### src/rtl/spi_master_lcd.sv
// -----------------------------------------------------------------------------
// spi_master_lcd
//
// SPI mode 0 master (CPOL=0, CPHA=0), MSB first, one byte per frame.
// The host hands over a byte with a start/busy/done handshake. The block shifts
// the byte out on MOSI and returns the byte captured on MISO.
// SCK is produced from clk. Each SCK half-period lasts CLK_DIV clk cycles.
// Every frame ends with one CLK_DIV hold period with SSEL still low, followed
// by one CLK_DIV deselect gap, so any slave sees a minimum SSEL-high time.
//
// Parameter:
//   CLK_DIV     clk cycles per SCK half-period, 4..255. Four cycles is enough
//               for a slave that runs a 3-stage SCK synchroniser on the same clk.
//
// Ports:
//   clk         system clock, rising edge
//   rst         asynchronous reset, active-high; aborts any frame at once
//   start       frame request, sampled only while busy=0
//   tx_data     byte to send, latched when start is accepted
//   rx_data     byte received on MISO, updated together with done
//   busy        frame or deselect gap in progress
//   done        one-cycle pulse when rx_data becomes valid
//   SCK         SPI clock, idles low
//   SSEL        slave select, active-low
//   MOSI        master data out, changes on SCK falling edges
//   MISO        slave data in, sampled where SCK is driven high
//
// Optional feature, compiled in when the macro SPI_MASTER_BURST_EN is defined:
//   hold_cs     latched with start. When it is 1, the frame ends with SSEL
//               still low, and the block waits in WAIT_NEXT for another byte.
//   release_cs  in WAIT_NEXT, ends the burst through HOLD/GAP with no done
//               pulse. ('release' itself is a reserved word.)
//   In WAIT_NEXT, start has priority over release_cs.
// -----------------------------------------------------------------------------
module spi_master_lcd #(
  parameter int CLK_DIV = 4
) (
  input  logic       clk,
  input  logic       rst,
  input  logic       start,
  input  logic [7:0] tx_data,
`ifdef SPI_MASTER_BURST_EN
  input  logic       hold_cs,
  input  logic       release_cs,
`endif
  output logic [7:0] rx_data,
  output logic       busy,
  output logic       done,
  output logic       SCK,
  output logic       SSEL,
  output logic       MOSI,
  input  logic       MISO
);

  // Terminal count of the half-period divider.
  localparam logic [7:0] DIV_LAST = 8'(CLK_DIV - 1);

  typedef enum logic [2:0] {
    IDLE      = 3'd0,
    LOW       = 3'd1,
    HIGH      = 3'd2,
    HOLD      = 3'd3,
`ifdef SPI_MASTER_BURST_EN
    GAP       = 3'd4,
    WAIT_NEXT = 3'd5
`else
    GAP       = 3'd4
`endif
  } state_t;

  state_t      state_r;
  logic [7:0]  div_cnt_r;
  logic [2:0]  bit_cnt_r;
  // MOSI already carries bit 7 at acceptance, so only the lower seven bits
  // of the transmit byte still have to be kept.
  logic [6:0]  tx_shift_r;
  logic [7:0]  rx_shift_r;
  logic        div_end_s;

`ifdef SPI_MASTER_BURST_EN
  logic        hold_cs_r;
  // Set when a burst is closed by release_cs. In that case the HOLD/GAP tail
  // carries no new data, so it must not raise done.
  logic        quiet_r;
`endif

  // The divider has reached the end of the current half-period / hold / gap.
  assign div_end_s = (div_cnt_r == DIV_LAST);

  // Frame sequencer: divider, bit counter, shift registers and every registered output.
  always_ff @(posedge clk or posedge rst) begin
    if (rst) begin
      state_r    <= IDLE;
      div_cnt_r  <= 8'd0;
      bit_cnt_r  <= 3'd7;
      tx_shift_r <= 7'd0;
      rx_shift_r <= 8'd0;
      rx_data    <= 8'd0;
      busy       <= 1'b0;
      done       <= 1'b0;
      SCK        <= 1'b0;
      SSEL       <= 1'b1;
      MOSI       <= 1'b0;
`ifdef SPI_MASTER_BURST_EN
      hold_cs_r  <= 1'b0;
      quiet_r    <= 1'b0;
`endif
    end else begin
      // done is a single-cycle strobe. Only the frame-completion branches raise it.
      done <= 1'b0;

      case (state_r)
        IDLE: begin
          div_cnt_r <= 8'd0;
          if (start) begin
            tx_shift_r <= tx_data[6:0];
            bit_cnt_r  <= 3'd7;
            MOSI       <= tx_data[7];
            SCK        <= 1'b0;
            SSEL       <= 1'b0;
            busy       <= 1'b1;
`ifdef SPI_MASTER_BURST_EN
            hold_cs_r  <= hold_cs;
            quiet_r    <= 1'b0;
`endif
            state_r    <= LOW;
          end
        end

        LOW: begin
          if (div_end_s) begin
            // Rising SCK edge. MISO is captured on the same clk edge, because
            // it has been stable since the previous falling edge.
            div_cnt_r  <= 8'd0;
            SCK        <= 1'b1;
            rx_shift_r <= {rx_shift_r[6:0], MISO};
            state_r    <= HIGH;
          end else begin
            div_cnt_r  <= div_cnt_r + 8'd1;
          end
        end

        HIGH: begin
          if (div_end_s) begin
            div_cnt_r <= 8'd0;
            SCK       <= 1'b0;
            if (bit_cnt_r != 3'd0) begin
              bit_cnt_r  <= bit_cnt_r - 3'd1;
              MOSI       <= tx_shift_r[6];
              tx_shift_r <= {tx_shift_r[5:0], 1'b0};
              state_r    <= LOW;
            end else begin
              // Last falling edge. MOSI keeps the final bit through the tail.
`ifdef SPI_MASTER_BURST_EN
              if (hold_cs_r) begin
                rx_data <= rx_shift_r;
                done    <= 1'b1;
                busy    <= 1'b0;
                state_r <= WAIT_NEXT;
              end else begin
                state_r <= HOLD;
              end
`else
              state_r <= HOLD;
`endif
            end
          end else begin
            div_cnt_r <= div_cnt_r + 8'd1;
          end
        end

        HOLD: begin
          if (div_end_s) begin
            div_cnt_r <= 8'd0;
            SSEL      <= 1'b1;
`ifdef SPI_MASTER_BURST_EN
            if (!quiet_r) begin
              rx_data <= rx_shift_r;
              done    <= 1'b1;
            end
`else
            rx_data   <= rx_shift_r;
            done      <= 1'b1;
`endif
            state_r   <= GAP;
          end else begin
            div_cnt_r <= div_cnt_r + 8'd1;
          end
        end

        GAP: begin
          if (div_end_s) begin
            div_cnt_r <= 8'd0;
            busy      <= 1'b0;
            state_r   <= IDLE;
          end else begin
            div_cnt_r <= div_cnt_r + 8'd1;
          end
        end

`ifdef SPI_MASTER_BURST_EN
        WAIT_NEXT: begin
          // SSEL stays low here. A new byte goes straight to LOW, and a
          // release goes through the normal deselect tail.
          div_cnt_r <= 8'd0;
          if (start) begin
            tx_shift_r <= tx_data[6:0];
            bit_cnt_r  <= 3'd7;
            MOSI       <= tx_data[7];
            busy       <= 1'b1;
            hold_cs_r  <= hold_cs;
            quiet_r    <= 1'b0;
            state_r    <= LOW;
          end else if (release_cs) begin
            busy       <= 1'b1;
            quiet_r    <= 1'b1;
            state_r    <= HOLD;
          end
        end
`endif

        default: begin
          // Unreachable encodings fall back to a safe, deselected idle.
          div_cnt_r <= 8'd0;
          bit_cnt_r <= 3'd7;
          SCK       <= 1'b0;
          SSEL      <= 1'b1;
          busy      <= 1'b0;
          state_r   <= IDLE;
        end
      endcase
    end
  end

endmodule

### config.mk
export PLATFORM = sky130hd
export DESIGN_NAME = spi_master_lcd
export DESIGN_NICKNAME = d
export VERILOG_FILES = /design/src/rtl/spi_master_lcd.sv
export SDC_FILE = /design/constraint.sdc
export NUM_CORES = 1
export LEC_CHECK = 0
export CAP_MARGIN = 30
export CORE_UTILIZATION = 30
export CTS_BUF_LIST = sky130_fd_sc_hd__clkbuf_8 sky130_fd_sc_hd__clkbuf_16
export CTS_CLUSTER_SIZE = 24
export DETAILED_ROUTE_END_ITERATION = 16
export PLACE_DENSITY_LB_ADDON = 0.1
export SETUP_SLACK_MARGIN = 0.1
export SKIP_LAST_GASP = 1
export SYNTH_ARGS = -nofsm -noshare
export SYNTH_HDL_FRONTEND = slang
export SYNTH_SLANG_ARGS = --single-unit
### constraint.sdc
create_clock -name clk -period 2.6 [get_ports clk]
set_clock_uncertainty 0.2 [all_clocks]
set_input_delay 0.39 -clock clk [delete_from_list [all_inputs] [get_ports clk]]
set_output_delay 0.39 -clock clk [all_outputs]
set_load 0.03 [all_outputs]
==> results of run 1 <==
[power groups by stage]
stage | Clock, W | Sequential (W) | Combinational, W
after floorplan | 0 | 0.00102 | 0.000581
after global placement | 0 | 0.000957 | 0.000916
after detailed placement | 0 | 0.000969 | 0.000943
after CTS | 0.000525 | 0.000958 | 0.000944
after global routing | 0.000549 | 0.000984 | 0.00107
final | 0.000498 | 0.000955 | 0.000969
[worst max-delay path by stage]
| stage | from | end | slack [ps] |
|---|---|---|---|
| finish | div_cnt_r[0]$_DFF_PP0_ | tx_shift_r[1]$_DFFE_PP0P_ | 270 |
| detailed placement | div_cnt_r[0]$_DFF_PP0_ | tx_shift_r[1]$_DFFE_PP0P_ | 180 |
| floorplan | div_cnt_r[0]$_DFF_PP0_ | MOSI$_DFFE_PP0P_ | 450 |
| CTS | div_cnt_r[0]$_DFF_PP0_ | tx_shift_r[1]$_DFFE_PP0P_ | 170 |
| global placement | div_cnt_r[0]$_DFF_PP0_ | tx_shift_r[1]$_DFFE_PP0P_ | 310 |
| global route | div_cnt_r[0]$_DFF_PP0_ | tx_shift_r[1]$_DFFE_PP0P_ | 170 |
[cells in the mapped netlist, types with 2 or more instances]
cell type	count	share of area (%)
dfrtp_1	38	48
mux2_2	32	18
nor2_1	11	2.1
inv_1	8	1.5
nand3_1	8	2.0
a21oi_1	5	1.3
o21ai_0	5	1.3
xor2_1	5	2.2
dfstp_2	4	5.3
a211oi_1	3	1.1
and3_1	3	0.95
ha_1	3	1.9
nand2_1	3	0.57
a22oi_1	2	0.76
buf_1	2	0.38
clkbuf_1	2	0.38
nand3b_1	2	0.76
nor3_1	2	0.51
o221a_2	2	1.1
xnor2_1	2	0.89
[flip-flops by register name, indices dropped and copies added, names as in the netlist]
name        cells
rx_data         8
busy            1
SCK             1
div_cnt_r       8
SSEL            1
tx_shift_r      7
bit_cnt_r       3
MOSI            1
state_r         3
done            1
rx_shift_r      8
[logic make-up after synthesis]
family,Yosys count
flip-flops,42
AND/OR/NAND/NOR,39
multiplexers,32
adder cells (fa/ha/maj),3
XOR/XNOR,7
buffers and inverters,14
AO/OA/AOI/OAI,23
[worst max-delay path: stages, from the launching register on]
cell and delay [ps]:
dfrtp_1 410, ha_1 240, nor3b_2 370, nand2_4 150, a221oi_4 350, buf_12 160
mux2_2 330
[metal layers]
| layer | vias up | global-route usage (%) |
|---|---|---|
| li1 | 627 | - |
| met1 | 647 | 15.35 |
| met2 | 24 | 19.67 |
| met3 | 7 | 3.082 |
| met4 | 0 | 5.172 |
| met5 | - | 0 |
[per-stage QoR]
stage	hold slack [ps]	cell area, sq um	power (W)	instances
floorplan	269.5	1976	0.001602	160
global placement	280.4	2340	0.001873	262
detailed placement	296.1	2340	0.001912	262
CTS	308.6	2450	0.002427	270
global route	329.7	2470	0.002604	271
finish	306.4	2470	0.002423	271
[final cells by class]
type / instances / area [sq um] / area share [%]
multi-input cells: 104 / 864.6 / 35.01
inverters: 8 / 30.03 / 1.216
flip-flops and latches: 42 / 1056 / 42.76
repair buffers: 32 / 312.8 / 12.66
clock inverters: 3 / 41.29 / 1.672
clock buffers: 5 / 68.82 / 2.786
well taps: 77 / 96.34 / 3.901
[placed cells by master (no fill, tap or decap), drive strengths merged, types with 2 or more instances in the layout]
| cell type | netlist | final |
|---|---|---|
| clkbuf | 3 | 5 |
| nand3 | 9 | 9 |
| xnor2 | 2 | 2 |
| nor2 | 11 | 11 |
| and2 | 2 | 2 |
| o221a | 2 | 2 |
| inv | 8 | 9 |
| nor3 | 2 | 2 |
| nand2 | 5 | 5 |
| buf | 3 | 8 |
| ha | 3 | 3 |
| a211oi | 3 | 3 |
| dfrtp | 38 | 38 |
| xor2 | 5 | 5 |
| nor3b | 2 | 2 |
| and3 | 3 | 3 |
| a21oi | 5 | 5 |
| clkdlybuf4s50 | 0 | 24 |
| a22oi | 2 | 2 |
| o21ai | 5 | 5 |
| nand3b | 2 | 2 |
| mux2 | 32 | 32 |
| dfstp | 4 | 4 |
==> impl_metrics.ini, run 1 <==
[synthesis]
yosys_warnings = 0
avgSynthCellArea_sq_um = 12.35
syn-num-nets = 175
muxShareOfSynthArea_pct = 18.24
synth-compound-area-share_pct = 8.866
synth-simple-area-share_pct = 11.65
synth_enable_flop_cells = 0
async_reset_ff_share_pct = 100.0
yosys_register_bits = 42
ys.flop_type = dfrtp_1
synth_area_sq_um = 1976
seq_area_frac_synth_pct = 53.45
synthCells = 160
synth-xor-area-share_pct = 3.103
synth_top_family_by_area = multiplexers
ys_types = 38
synth_fa_ha_area_share_pct = 1.900

[timing]
hold_viol_final = 0
fmax_mhz = 429.9
post-route-period-util_pct = 89.47
maxSlewHeadroom_pct = 64.51
tightest_slew_ps = 532.3
fin_crit_ps = 2326
setup_viol = 0
slew_violations = 0
fin_ws_ps = 273.7
setup_tns_ps = 0
rsz0062_at_grt = no

[grt]
grt_pass1_wl_um = 6624
grt-ovfl-total = 0
grt_max_degree = 43
antenna_found_initial = 0
grt_usage_pct = 12.13
grt_pass1_vias = 1365

[routing]
met3_length_um = 125
drt-total-wl_um = 3736
wl_met2_um = 1855
first_iter_violations = 56
route.vias.total = 1305
ant_nets = 0
wl_met1_um = 1699
drt_first_pass_iters = 4
highest_layer = met4
avgViaCountPerCell = 4.815
drc_errors = 0
wl_per_cell_um = 13.79

[cts]
clockRootBuffer = clkbuf_8
ctsResizeCount = 0
cts_made_buffers = 5
hold_buffers = 0
clkLatencyLatePin_ps = 290
cts_buffer_depth = 2
h-tree-depth = 2
cts_tree = yes
clkTransAtPathRegs_ps = 80
cts.sinks = 42
post_cts_buffers = 0

[critical_path]
end_kind = flip-flop
worst-path-max-fanout = 8
critPathRequiredTime_ps = 2570
ff2ff_setup_slack_ps = 270
critical_path_arrival_ps = 2300
r2r-end = tx_shift_r[1]$_DFFE_PP0P_
r2r_start = div_cnt_r[0]$_DFF_PP0_
startpoint_type = flip-flop
rr_worst_depth = 6
worstSetupPathType = reg -> reg

[final_layout]
layout-drive-gt1-share_pct = 30.41
post-route-util_pct = 38.90
syn2layout_area_growth_pct = 25.02
nFillCells = 605
nets = 208
antenna_cells = 0

[floorplan]
start_util_pct = 31.11
rows = 29
dieArea_sq_um = 6914
ios = 25
chipWidth_um = 83.15
core_sq_um = 6350
die_h_um = 83.15

[worst_hold_path]
hold_end = tx_shift_r[0]$_DFFE_PP0P_
min_path_cells = 1
min_path_type = reg -> reg
worstHoldStart = tx_shift_r[0]$_DFFE_PP0P_

[placement]
dp_slack_ps = 184.9
post-dp-hpwl_um = 2736
portBuffers = 24
gp_congestion = 0.7941

[power_and_ir_drop]
powerDensity_nw_per_um2 = 980.8
switching_share_pct = 34.24
power_frac_comb_pct = 40.0
p_sw_w = 0.0008295
p_int_w = 0.001593
seq_power_share_pct = 39.4
p_leak_nw = 1.107
peakVddDrop_v = 0.0003474
power.share.clock_pct = 20.6

[flow_run]
maxCapViolations = 0

[run_status]
run_status = complete, no violations
No activity file was read; power rests on OpenSTA's default activity.
==> run 2: changes to the inputs <==
--- a/config.mk
+++ b/config.mk
@@ -6,6 +6,7 @@
 export NUM_CORES = 1
 export LEC_CHECK = 0
 export CAP_MARGIN = 30
+export CORE_ASPECT_RATIO = 0.5
 export CORE_UTILIZATION = 30
 export CTS_BUF_LIST = sky130_fd_sc_hd__clkbuf_8 sky130_fd_sc_hd__clkbuf_16
 export CTS_CLUSTER_SIZE = 24
==> impl_metrics.ini, run 2 (synthesized netlist as in run 1, its figures left out) <==
[run_status]
run_status = complete, no violations

[critical_path]
critPathRequiredTime_ps = 2570
end_kind = flip-flop
critical_path_arrival_ps = 2260
rr_worst_depth = 6
r2r_start = div_cnt_r[0]$_DFF_PP0_
cp-startpoint = div_cnt_r[0]$_DFF_PP0_
cp-endpoint = MOSI$_DFFE_PP0P_
worst-path-max-fanout = 8
ff2ff_setup_slack_ps = 310
r2r-end = MOSI$_DFFE_PP0P_
startpoint_type = flip-flop
worstSetupPathType = reg -> reg

[final_layout]
mostFrequentLayoutCells = dfrtp_1 (38), mux2_2 (32), clkdlybuf4s50_1 (24), nor2_1 (11), inv_1 (9)
post-route-util_pct = 40.93
layout_commonest_cell = dfrtp_1
nFillCells = 615
reg_top3 = div_cnt_r: 8 flops, rx_data: 8 flops, rx_shift_r: 8 flops
nets = 208
syn2layout_area_growth_pct = 28.56
antenna_cells = 0
layout-drive-gt1-share_pct = 30.41
stdcell_count = 282

[timing]
setup_viol = 0
fmax_mhz = 436.6
fin_crit_ps = 2291
maxSlewHeadroom_pct = 64.69
setup_tns_ps = 0
slew_violations = 0
rsz0062_at_grt = no
post-route-period-util_pct = 88.10
tightest_slew_ps = 529.6
fin_ws_ps = 309.4
hold_viol_final = 0

[placement]
post-dp-hpwl_um = 2468
portBuffers = 24
dp.cells = 273
dp_slack_ps = 227.6
gp_congestion = 0.7316

[routing]
wl_per_cell_um = 12.30
ant_nets = 0
first_iter_violations = 33
drt_first_pass_iters = 4
drt-total-wl_um = 3470
drc_errors = 0
avgViaCountPerCell = 4.479
route.vias.total = 1263

[grt]
grt_pass1_vias = 1232
grt_max_degree = 43
grt_pass1_wl_um = 6016
grt_usage_pct = 11.89
grt-ovfl-total = 0
antenna_found_initial = 0

[floorplan]
die_h_um = 59.38
rows = 20
start_util_pct = 31.83
chipWidth_um = 116.8
ios = 25
dieArea_sq_um = 6934
core_sq_um = 6206

[flow_run]
maxCapViolations = 0

[cts]
ctsResizeCount = 0
cts_made_buffers = 5
cts.sinks = 42
clockRootBuffer = clkbuf_16
clkTransAtPathRegs_ps = 60
cts_tree = yes
cts_buffer_depth = 2
clkLatencyLatePin_ps = 280
h-tree-depth = 2

[worst_hold_path]
min_path_cells = 1
min_path_type = reg -> reg

[power_and_ir_drop]
peakVddDrop_v = 0.0003848
powerDensity_nw_per_um2 = 1031
p_leak_nw = 1.132
[run 2: cell count changes in the layout (fill, tap and decap cells not counted)]
cell       delta
clkbuf_16     +5
clkbuf_8      -5
[run 2: per-layer routing]
layer	global-route usage, %	part of all wire [%]
met1	16.99	53
met2	15.89	41
met3	4.908	3.9
met4	4.340	1.4
met5	0	0
[run 2: worst max-delay path, cell delays in order (launching register included)]
cell	delay (ps)
dfrtp_1	400
ha_1	230
nor3b_2	360
nand2_4	140
a221oi_4	350
buf_12	160
mux2_2	330
[run 2: per-stage QoR]
step / hold slack (ps) / cell area (sq um) / power [W]
finish: 301.9 / 2540 / 0.002619
global route: 324.3 / 2540 / 0.002792
CTS: 305.1 / 2520 / 0.002613
detailed placement: 291.5 / 2354 / 0.001903
global placement: 284.0 / 2354 / 0.001890
floorplan: 269.5 / 1976 / 0.001602
[run 2: how the worst min path moves through the flow]
stage                                          from                         to  slack [ps]
after CTS                    div_cnt_r[0]$_DFF_PP0_     div_cnt_r[0]$_DFF_PP0_         310
after global routing      rx_shift_r[7]$_DFFE_PP0P_  rx_shift_r[7]$_DFFE_PP0P_         320
after detailed placement     rx_data[4]$_DFFE_PP0P_     rx_data[4]$_DFFE_PP0P_         290
final                        div_cnt_r[0]$_DFF_PP0_     div_cnt_r[0]$_DFF_PP0_         300
after global placement    tx_shift_r[3]$_DFFE_PP0P_  tx_shift_r[3]$_DFFE_PP0P_         280
after floorplan              div_cnt_r[0]$_DFF_PP0_     div_cnt_r[0]$_DFF_PP0_         270
[run 2: final cells by class]
cell class              count  area [sq um]  area share [%]
clock buffers               5         125.1           4.926
clock inverters             3         41.29           1.626
inverters                   8         30.03           1.182
multi-input cells         104         864.6           34.04
flip-flops and latches     42          1056           41.58
well taps                  88         110.1           4.335
repair buffers             32         312.8           12.32
[run 2: power by group]
group          total, W  internal (W)  switching (W)
registers      0.000951      0.000836       0.000115
logic          0.000969      0.000476       0.000493
clock network  0.000699      0.000449       0.000250
[run 2: repair_timing]
| item | 4_1_cts | 5_1_grt |
|---|---|---|
| endpoints found under the setup margin | 0 | 8 |
| buffers inserted | 0 | 1 |
| hold buffers | 0 | 0 |
==> variant: new RTL, config.mk and constraints of run 1 <==
Encoding of `state_t`: now Gray code (3 bits for 5 states).
--- a/src/rtl/spi_master_lcd.sv
+++ b/src/rtl/spi_master_lcd.sv
@@ -56,15 +56,15 @@
   localparam logic [7:0] DIV_LAST = 8'(CLK_DIV - 1);
 
   typedef enum logic [2:0] {
-    IDLE      = 3'd0,
-    LOW       = 3'd1,
-    HIGH      = 3'd2,
-    HOLD      = 3'd3,
+    IDLE      = 3'b000,
+    LOW       = 3'b001,
+    HIGH      = 3'b011,
+    HOLD      = 3'b010,
 `ifdef SPI_MASTER_BURST_EN
     GAP       = 3'd4,
     WAIT_NEXT = 3'd5
 `else
-    GAP       = 3'd4
+    GAP       = 3'b110
 `endif
   } state_t;
 
Check against the original RTL: same outputs for any inputs over 10 cycles, from zero or initial values and one cycle with rst high; not proved beyond that.
==> variant against run 1 <==
- combinational power down 11%
- total power down 2.8%
- global-route usage down 0.69 points
- critical endpoint is now tx_shift_r[3]
- via count down 5.2%
- worst setup slack better by 0.024 ns
- sequential share of layout area up 1.3 points
- critical path type unchanged
- wire length down 5.9%
- cell area down 3.0%
- synthesized cell count unchanged
- synthesized area down 1.2%
- sequential cell count unchanged
==> variant: results (changes against run 1) <==
Placement
  – Pre-CTS WS: 0.1693 ns (-0.01560 ns)
  – Placed Cells: 259 (-1.1%)
  – Dpl hpwl: 2491 µm (-9.0%)
  – Placed inst area: 2276 µm² (-2.7%)
  – RePlAce Congestion: 0.7295 (-8.1%)
  – I/O Buffers: 24 (unchanged)

Pwr
  – Leak: 1.086 nW (-1.8%)
  – Peak supply drop: 405.3 µV (+17%)

Global routing
  – First-pass GRT wire length: 5761 µm (-13%)
  – Antenna violations before repair: 0 (unchanged)
  – Largest net degree at the start of global routing: 43 (unchanged)
  – Overall Global Routing Usage: 0.1144 (-0.006911)

Detailed routing
  – Vias: 1237 (-5.2%)
  – Routed WL per cell: 13.16 µm (-4.5%)
  – Drt pass-1 iters: 2 (-2)
  – DRT iter0 DRCs: 58 (+3.6%)

CTS
  – Root buf cell: clkbuf_8
  – Clock transition at path regs: 0.08 ns (about the same)
  – Clk Latency, worst-skew pair: 0.29 ns (about the same)
  – H-tree levels: 2 (unchanged)
  – CTS Buffer Depth: 2 (unchanged)

Logic synthesis
  – Top post-synthesis cells by area: dfrtp_1 (49%), mux2_2 (17%), dfstp_2 (5.4%)
  – Most frequent cells after synthesis: dfrtp_1 (38), mux2_2 (29), nor2_1 (15), inv_1 (9), nand3_1 (6)
  – Ys flop type: dfrtp_1
  – Syn Nets: 175 (unchanged)
  – Sequential fraction of the synthesis area: 0.5410 (+0.006510)
  – Synthesized instance count: 160 (unchanged)
  – Yosys cell types: 39 (+2.6%)

Critical path
  – Crit path to: tx_shift_r[3]
  – Slowest Stage Delay on Critical Path: 0.47 ns (+0.06 ns)
  – Crit path max fanout: 8 (unchanged)
  – Worst Reg-to-Reg Cells: 4 (-2)
  – Worst EP arrival: 2.28 ns (-0.02 ns)
  – Worst path top cell family by delay: simple AND/OR/NAND/NOR gates
  – Worst reg2reg setup slack: 0.30 ns (+0.02 ns)
  – Crit. Startpoint: div_cnt_r[3]
  – Max stage delay cell, worst path: a211oi_4

Worst hold path
  – Hold Path Sink: div_cnt_r[0]
  – Path type of the worst min-delay path: reg2reg
  – Worst Hold Launch: div_cnt_r[0]

Finish
  – Share of post-route cells with drive strength above 1: 0.2842 (-0.01991)
  – Final net count: 204 (-1.9%)
  – Post-Layout Cell Count: 267 (-1.5%)
  – Biggest regs: div_cnt_r x8, rx_data x8, rx_shift_r x8
  – Antenna Cells: 0 (unchanged)

STA
  – Peak Freq: 434.3 MHz (+1.0%)
  – Slew HR: 0.5962 (-0.04896)
  – Hold WS: 0.2636 ns (-0.04280 ns)

Outcome
  – Run status: complete, no violations
[variant: cell count changes in the layout (fill, tap and decap cells not counted), sizes merged, moves of 3 or more]
cell / before / now
nand2b: 1 / 4
buf: 8 / 5
mux2: 32 / 29
a21oi: 5 / 2
nor2: 11 / 15
[variant: cell type report]
type,count,area (µm²)
Inverter,9,33.78
Clock inverter,3,40.04
Multi-Input combinational cell,102,822.0
Timing Repair Buffer,29,277.8
Fill cell,630,3919
Clock buffer,5,68.82
Tap cell,77,96.34
Sequential cell,42,1056
[variant: worst reg2reg max path, cell delays in order, from the launching register on]
cell      delay [ns]
dfrtp_1         0.44
nor4_2          0.42
nand3_2         0.27
a211oi_4        0.47
mux2_2          0.39
[variant: logic make-up after synthesis]
kind of cell	synth area share
muxes	0.1724
AOI/OAI and AO/OA	0.07886
adders and majority gates	0.01923
buffers and inverters	0.04294
xor gates and xnor gates	0.03141
and+or+nand+nor	0.1141
DFF	0.5410
[variant: per-layer routing]
| metal | track usage | wire length [µm] | vias up | share of wire |
|---|---|---|---|---|
| met4 | 0.04138 | 24 | 0 | 0.0068 |
| met1 | 0.1593 | 1779 | 594 | 0.51 |
| li1 | - | - | 614 | - |
| met3 | 0.03297 | 121 | 2 | 0.034 |
| met5 | 0 | 0 | - | 0 |
| met2 | 0.1672 | 1588 | 27 | 0.45 |
[variant: power by group]
group / total [mW] / internal, mW / leakage [nW] / switching (mW)
logic: 0.858 / 0.449 / 0.504 / 0.409
clock network: 0.503 / 0.283 / 0.0579 / 0.220
registers: 0.995 / 0.853 / 0.524 / 0.141
[variant: repair_timing]
action | CTS | global route
setup buffers | 0 | 0
hold buffers | 0 | 0
endpoints found under the hold margin | 0 | 0
setup endpoints to repair | 0 | 16
resized for setup | 0 | 2
